===== src/rtl/div_2nbyn_seq.sv =====
// Sequential restoring divider: 2N-bit dividend by N-bit divisor, one quotient
// bit per clock, with valid/ready handshakes on the operand and result sides.
module div_2nbyn_seq #(
    parameter int N = 4
) (
    input  logic           clk,
    input  logic           rst,
    input  logic           in_valid,
    output logic           in_ready,
    input  logic [2*N-1:0] dividend,
    input  logic [N-1:0]   divisor,
    output logic           out_valid,
    input  logic           out_ready,
    output logic [2*N-1:0] quotient,
    output logic [N-1:0]   remainder,
    output logic           div_zero,
    output logic           q_fits_n
);
    // Handshake: a transfer happens on a rising edge where valid and ready are
    // both high; in_ready depends on state only, out_valid holds until taken.
    localparam int CW = $clog2(2 * N);

    typedef enum logic [1:0] {
        IDLE = 2'd0,
        CALC = 2'd1,
        DONE = 2'd2
    } state_t;

    state_t         state;
    state_t         state_next;
    logic [2*N-1:0] d_reg;
    logic [2*N-1:0] q_reg;
    logic [N-1:0]   v_reg;
    logic [N:0]     r_reg;
    logic [CW-1:0]  count;

    logic [N:0]     t_val;
    logic           t_ge;
    logic [N:0]     r_next;
    logic [2*N-1:0] q_next;

    always_ff @(posedge clk) begin
        if (rst) begin
            state <= IDLE;
        end else begin
            state <= state_next;
        end
    end

    always_comb begin
        state_next = state;
        case (state)
            IDLE: begin
                if (in_valid) begin
                    state_next = (divisor == '0) ? DONE : CALC;
                end
            end
            CALC: begin
                if (count == '0) begin
                    state_next = DONE;
                end
            end
            DONE: begin
                if (out_ready) begin
                    state_next = IDLE;
                end
            end
            default: state_next = IDLE;
        endcase
    end

    always_comb begin
        in_ready  = (state == IDLE);
        out_valid = (state == DONE);
    end

    // One restoring step: the partial remainder stays below 2*V, so N+1 bits hold it.
    always_comb begin
        t_val  = {r_reg[N-1:0], d_reg[2*N-1]};
        t_ge   = (t_val >= {1'b0, v_reg});
        r_next = t_ge ? (t_val - {1'b0, v_reg}) : t_val;
        q_next = {q_reg[2*N-2:0], t_ge};
    end

    always_ff @(posedge clk) begin
        if (rst) begin
            d_reg     <= '0;
            q_reg     <= '0;
            v_reg     <= '0;
            r_reg     <= '0;
            count     <= '0;
            quotient  <= '0;
            remainder <= '0;
            div_zero  <= 1'b0;
            q_fits_n  <= 1'b0;
        end else begin
            case (state)
                IDLE: begin
                    if (in_valid) begin
                        d_reg <= dividend;
                        v_reg <= divisor;
                        r_reg <= '0;
                        q_reg <= '0;
                        count <= CW'(2 * N - 1);
                        if (divisor == '0) begin
                            quotient  <= '1;
                            remainder <= '0;
                            div_zero  <= 1'b1;
                            q_fits_n  <= 1'b0;
                        end
                    end
                end
                CALC: begin
                    d_reg <= {d_reg[2*N-2:0], 1'b0};
                    r_reg <= r_next;
                    q_reg <= q_next;
                    if (count == '0) begin
                        quotient  <= q_next;
                        remainder <= r_next[N-1:0];
                        div_zero  <= 1'b0;
                        q_fits_n  <= (q_next[2*N-1:N] == '0);
                    end else begin
                        count <= count - CW'(1);
                    end
                end
                default: begin
                end
            endcase
        end
    end

endmodule


===== config.mk =====
export PLATFORM = sky130hd
export DESIGN_NAME = div_2nbyn_seq
export DESIGN_NICKNAME = d
export VERILOG_FILES = /design/src/rtl/div_2nbyn_seq.sv
export SDC_FILE = /design/constraint.sdc
export NUM_CORES = 1
export LEC_CHECK = 0
export ABC_AREA = 0
export CAP_MARGIN = 15
export CORE_MARGIN = 2
export CORE_UTILIZATION = 56
export DETAILED_ROUTE_END_ITERATION = 10
export PLACE_DENSITY = 0.94
export SLEW_MARGIN = 20
export SYNTH_ARGS = -nofsm -noshare
export SYNTH_HDL_FRONTEND = slang
export SYNTH_SLANG_ARGS = --single-unit
export TNS_END_PERCENT = 10

===== constraint.sdc =====
create_clock -name clk -period 2.8 [get_ports clk]
set_input_delay 0.84 -clock clk [delete_from_list [all_inputs] [get_ports clk]]
set_output_delay 0.84 -clock clk [all_outputs]
set_load 0.02 [all_outputs]

# == Word level (Yosys, flattened, before mapping) ==
# Index checks and enable logic that the tools add are counted.
# op_classes
n_lt_le_gt_ge,1
mux,31
n_eq_ne,7
addsub,2
reduce_logical,10
# op_table
operator,n
8-bit 2-to-1 mux,4
8-bit one-hot mux with 2 select lines,2
4-bit 2-to-1 mux,5
4-bit one-hot mux with 2 select lines,2
7-bit one-hot mux with 2 select lines,1
4-bit logical NOT,2
2-bit 2-to-1 mux,4
7-bit 2-to-1 mux,1
1-bit 2-to-1 mux,6
3-bit 2-to-1 mux,2
2-bit inequality test (second input constant),3
2-bit one-hot mux with 3 select lines,1
3-bit one-hot mux with 2 select lines,1
3-bit AND reduction,2
5-bit by 4-bit greater-or-equal comparator with 1-bit output,1
2-bit by 1-bit inequality test with 1-bit output (second input constant),2
1-bit one-hot mux with 2 select lines,2
2-bit AND reduction,2
4-bit AND reduction,1
4-bit subtractor,1
3-bit logical NOT,1
3-bit by 1-bit subtractor with 3-bit output (second input constant),1
2-bit by 1-bit equality test with 1-bit output (second input constant),1
2-bit equality test (second input constant),1
2 further kinds,2
# word_totals
ff_bits,42
wordCells,61
output_inout_bits,16

# == Logic depth before layout (Yosys ltp) ==
# logic_depth
depth_word,4
ltp_mapped,8
mapped_depth_nobuf,7

# == Worst setup path before layout ==
# No wires, ideal clock.
# synth_path
path_kind,input -> register
from,input divisor[2]
to,register quotient[3]
path_slack_ns,0.909
t_required_ns,2.722
stages,6
arrival_time_ns,1.813
path_buffers,1
setup_ns,0.078
path_cell_list,nor4_1 nand2_1 nand2_1 buf_4 nor2_1 nor3_1
# synth_via
elab_chain_len,3
# synth_lines
item,line,text
"start, declared",11,"input logic [N-1:0] divisor,"
4-bit logical NOT,105,if (divisor == '0) begin
2-bit by 1-bit inequality test with 1-bit output (no source line),n/a,
4-bit AND reduction (no source line),n/a,
"end signal, assigned",118,quotient <= q_next;
"end, declared",14,"output logic [2*N-1:0] quotient,"
# Every way passes these cells.
# A chain may end at the register's enable or synchronous reset.

# == Worst setup path after layout ==
# layout_path
from,register state[1]
to,output out_valid
# layout_via
elab_chain_len,1
# layout_lines
item,line,text
"start, declared",29,state_t state;
"start signal, assigned",46,state <= state_next;
2-bit equality test,74,out_valid = (state == DONE);
"end, declared",12,"output logic out_valid,"
# Every way passes these cells.

==> results by group <==
CTS
  • H-tree Lvls: 2
  • Postcts setup bufs: 0
  • Post-CTS Resized: 0
  • Skew-Pair Late Insertion Delay: 0.35 ns
  • Clock root buffer: clkbuf_4
  • CTS tree: done
  • Clock transition at path regs: 0.11 ns
  • Clock sinks: 42
  • Hold Buf Count CTS: 0
  • Total CTS buffers: 5
  • Maximum buffer depth of the clock tree: 2

Global route
  • Largest net degree at the start of global routing: 43
  • First-pass GRT wire length: 6.80 mm
  • Total gr overflow: 0
  • Total global-route track usage: 24.5%
  • Initial antenna violation count: 0
  • Number of global-route vias before repair: 1572

Detailed routing
  • WL final: 4.03 mm
  • DR vias: 1671
  • Antenna-violating nets left: 0
  • DRC viols: 0
  • Drt pass-1 iters: 4
  • Post-DR vias/cell: 5.50
  • Initial DRC count: 116
  • Drt wl/cell: 13.2 um

STA
  • Post-layout min period: 2.48 ns
  • RSZ-0062 raised after global routing: false
  • Fmax: 404 MHz
  • Fin. max-slew vios: 0
  • Post-route setup slack: 0.322 ns
  • Clock skew: 0.00878 ns
  • Final setup viols: 0
  • Setup TNS: 0 ns
  • Rel. slew slack: 61.8%
  • Hold WS: 0.466 ns
  • Worst slew pin tran: 0.573 ns
  • Final worst-path cycle share: 88.5%
  • Final hold vios: 0

Setup path
  • Crit path DAT: 1.64 ns
  • CP bufs+invs: 1
  • Largest delay share family, worst path: buffers and inverters
  • Max stage delay on crit path: 0.64 ns
  • CP max-delay cell: clkdlybuf4s50_1
  • Cell Chain, Critical Path: nor2b_1 -> clkdlybuf4s50_1
  • Worst-path fanout max: 5
  • Req. time, crit path: 1.96 ns
  • Startpoint type of the worst setup path: flop
  • Internal reg-to-reg setup slack: 0.77 ns
  • Crit path capture type: output port
  • Worst Path Class, Setup: flop to output port

Synth
  • EDFF count, synth: 0
  • Post-Syn Nets: 252
  • Synth top area cells: dfxtp_1 (45%), nor2_1 (8.9%), nand2_1 (7.2%)
  • Ys flop type: dfxtp_1
  • Asr flop ratio synth: 0%
  • Synth top area share: 45.1%
  • Post-synthesis adder-cell area fraction: 5.10%
  • Mux contribution to synthesized area: 1.88%
  • Yosys cell types: 36
  • Seq/Total Area, Yosys: 45.1%
  • Largest family of logic cells by synthesized area: simple AND/OR/NAND/NOR gates
  • Area share of and/or/nand/nor cells after synthesis: 26.2%
  • Post-synthesis xor/xnor area fraction: 0.939%
  • Synthesized cell area: 0.00187 sq mm
  • Seq cells post-synth: 42
  • Mapped Cells: 229
  • Complex-gate fraction of the synthesized area: 16.0%
  • Number of synthesis warnings: 0
  • Synthesized area per cell: 8.15 sq um
  • Area leader, netlist: dfxtp_1
  • Most frequent cell after synthesis: nor2_1
  • Commonest cells post-synth: nor2_1 (44), dfxtp_1 (42), nand2_1 (36)

Final layout
  • Layout fillers: 274
  • Antenna Cells: 0
  • Synth-to-layout area growth: 21.9%
  • Share of layout cells above drive strength 1: 8.46%
  • Fin nets: 282

Die
  • Die Wd: 61.7 um
  • Row cnt: 20
  • Die area: 0.00381 sq mm
  • Initial core utilization: 60.1%
  • Die Ht: 61.7 um
  • Ports: 32
  • Core area: 0.00310 sq mm

Power and ir drop
  • Clock Power Share: 21.2%
  • Int Pwr: 0.000972 W
  • Pleak: 0.867 nW
  • Net switching fraction of the power: 33.0%
  • Peak supply drop: 0.372 mV
  • PD cells: 637 mW/mm^2
  • Combinational power share: 30.6%
  • NetSw: 0.000478 W
  • Sequential Power Share: 48.2%

Status
  • Status: completed

Placed design
  • IO buf count: 31
  • Dpl hpwl: 2.89 mm
  • Final Wtd Congestion: 0.858
  • Post-place setup slack: 0.275 ns

Flow run
  • MaxCap Viol Count: 0

Worst hold path
  • Worst hold path class: flop to flop
## worst register-to-register path, delay by kind of cell (launching register included)
family / cells / cell delay (ns)
flops: 1 / 0.33
buf+inv: 1 / 0.06
compound gates: 2 / 0.68
mux: 1 / 0.20
simple gates: 2 / 0.32
fa+ha+maj: 1 / 0.33
## power groups by stage
stage	sequential, W	combinational, W	clock (W)
after floorplan	0.000730	0.000281	0
after global placement	0.000708	0.000424	0
after detailed placement	0.000711	0.000438	0
after CTS	0.000698	0.000442	0.000310
after global routing	0.000705	0.000495	0.000341
final	0.000698	0.000443	0.000308
## cell usage in the layout (no fill, tap or decap), drive strengths merged, types with 8 or more instances in the layout
| master | n |
|---|---|
| nor3 | 9 |
| clkdlybuf4s50 | 31 |
| a311oi | 8 |
| dfxtp | 42 |
| a211oi | 10 |
| a21oi | 20 |
| nor2 | 45 |
| nand3 | 9 |
| nand2 | 37 |
| inv | 9 |
## cells by family after synthesis
kind of cell               count (synthesis)
AOI/OAI and AO/OA                         42
buffers and inverters                     22
DFF                                       42
adders and majority gates                  7
xor gates and xnor gates                   2
muxes                                      3
and+or+nand+nor                          111
## routing by layer
metal | up-vias | GRT usage (%) | wire length (um)
li1 | 840 | - | -
met1 | 768 | 30.8 | 1850
met2 | 52 | 40.2 | 1890
met3 | 11 | 7.45 | 215
met4 | 0 | 8.81 | 74
met5 | - | 0 | 0
## path summary, 6_finish.rpt
kind	to	depth (start not counted)	from
setup / recovery	out_valid	2	state[1]$_SDFFE_PP0P_
hold / removal	v_reg[3]$_SDFFE_PP0P_	2	v_reg[3]$_SDFFE_PP0P_
setup reg to reg	remainder[0]$_SDFFE_PP0P_	7	d_reg[7]$_SDFFE_PP0P_
hold reg to reg	v_reg[3]$_SDFFE_PP0P_	2	v_reg[3]$_SDFFE_PP0P_
## final cells by class
type,instances,area (sq um),share of cell area [%]
tap,44,55.1,2.42
inverter,9,33.8,1.49
clock buffer,7,55.1,2.42
timing repair buffer,36,348,15.3
multi-input combinational,165,936,41.2
sequential,42,841,37.0
clock inverter,1,5.00,0.220
## stage by stage
step                      area (sq um)  total power [W]  instances  utilization [%]
after floorplan                   1870          0.00101        229                -
after global placement            2210          0.00113        296             71.3
after detailed placement          2210          0.00115        296             71.3
after CTS                         2270          0.00145        304             73.3
after global routing              2270          0.00154        304             73.3
final                             2270          0.00145        304             73.3
Note: power is estimated with default switching activity, not from simulation.
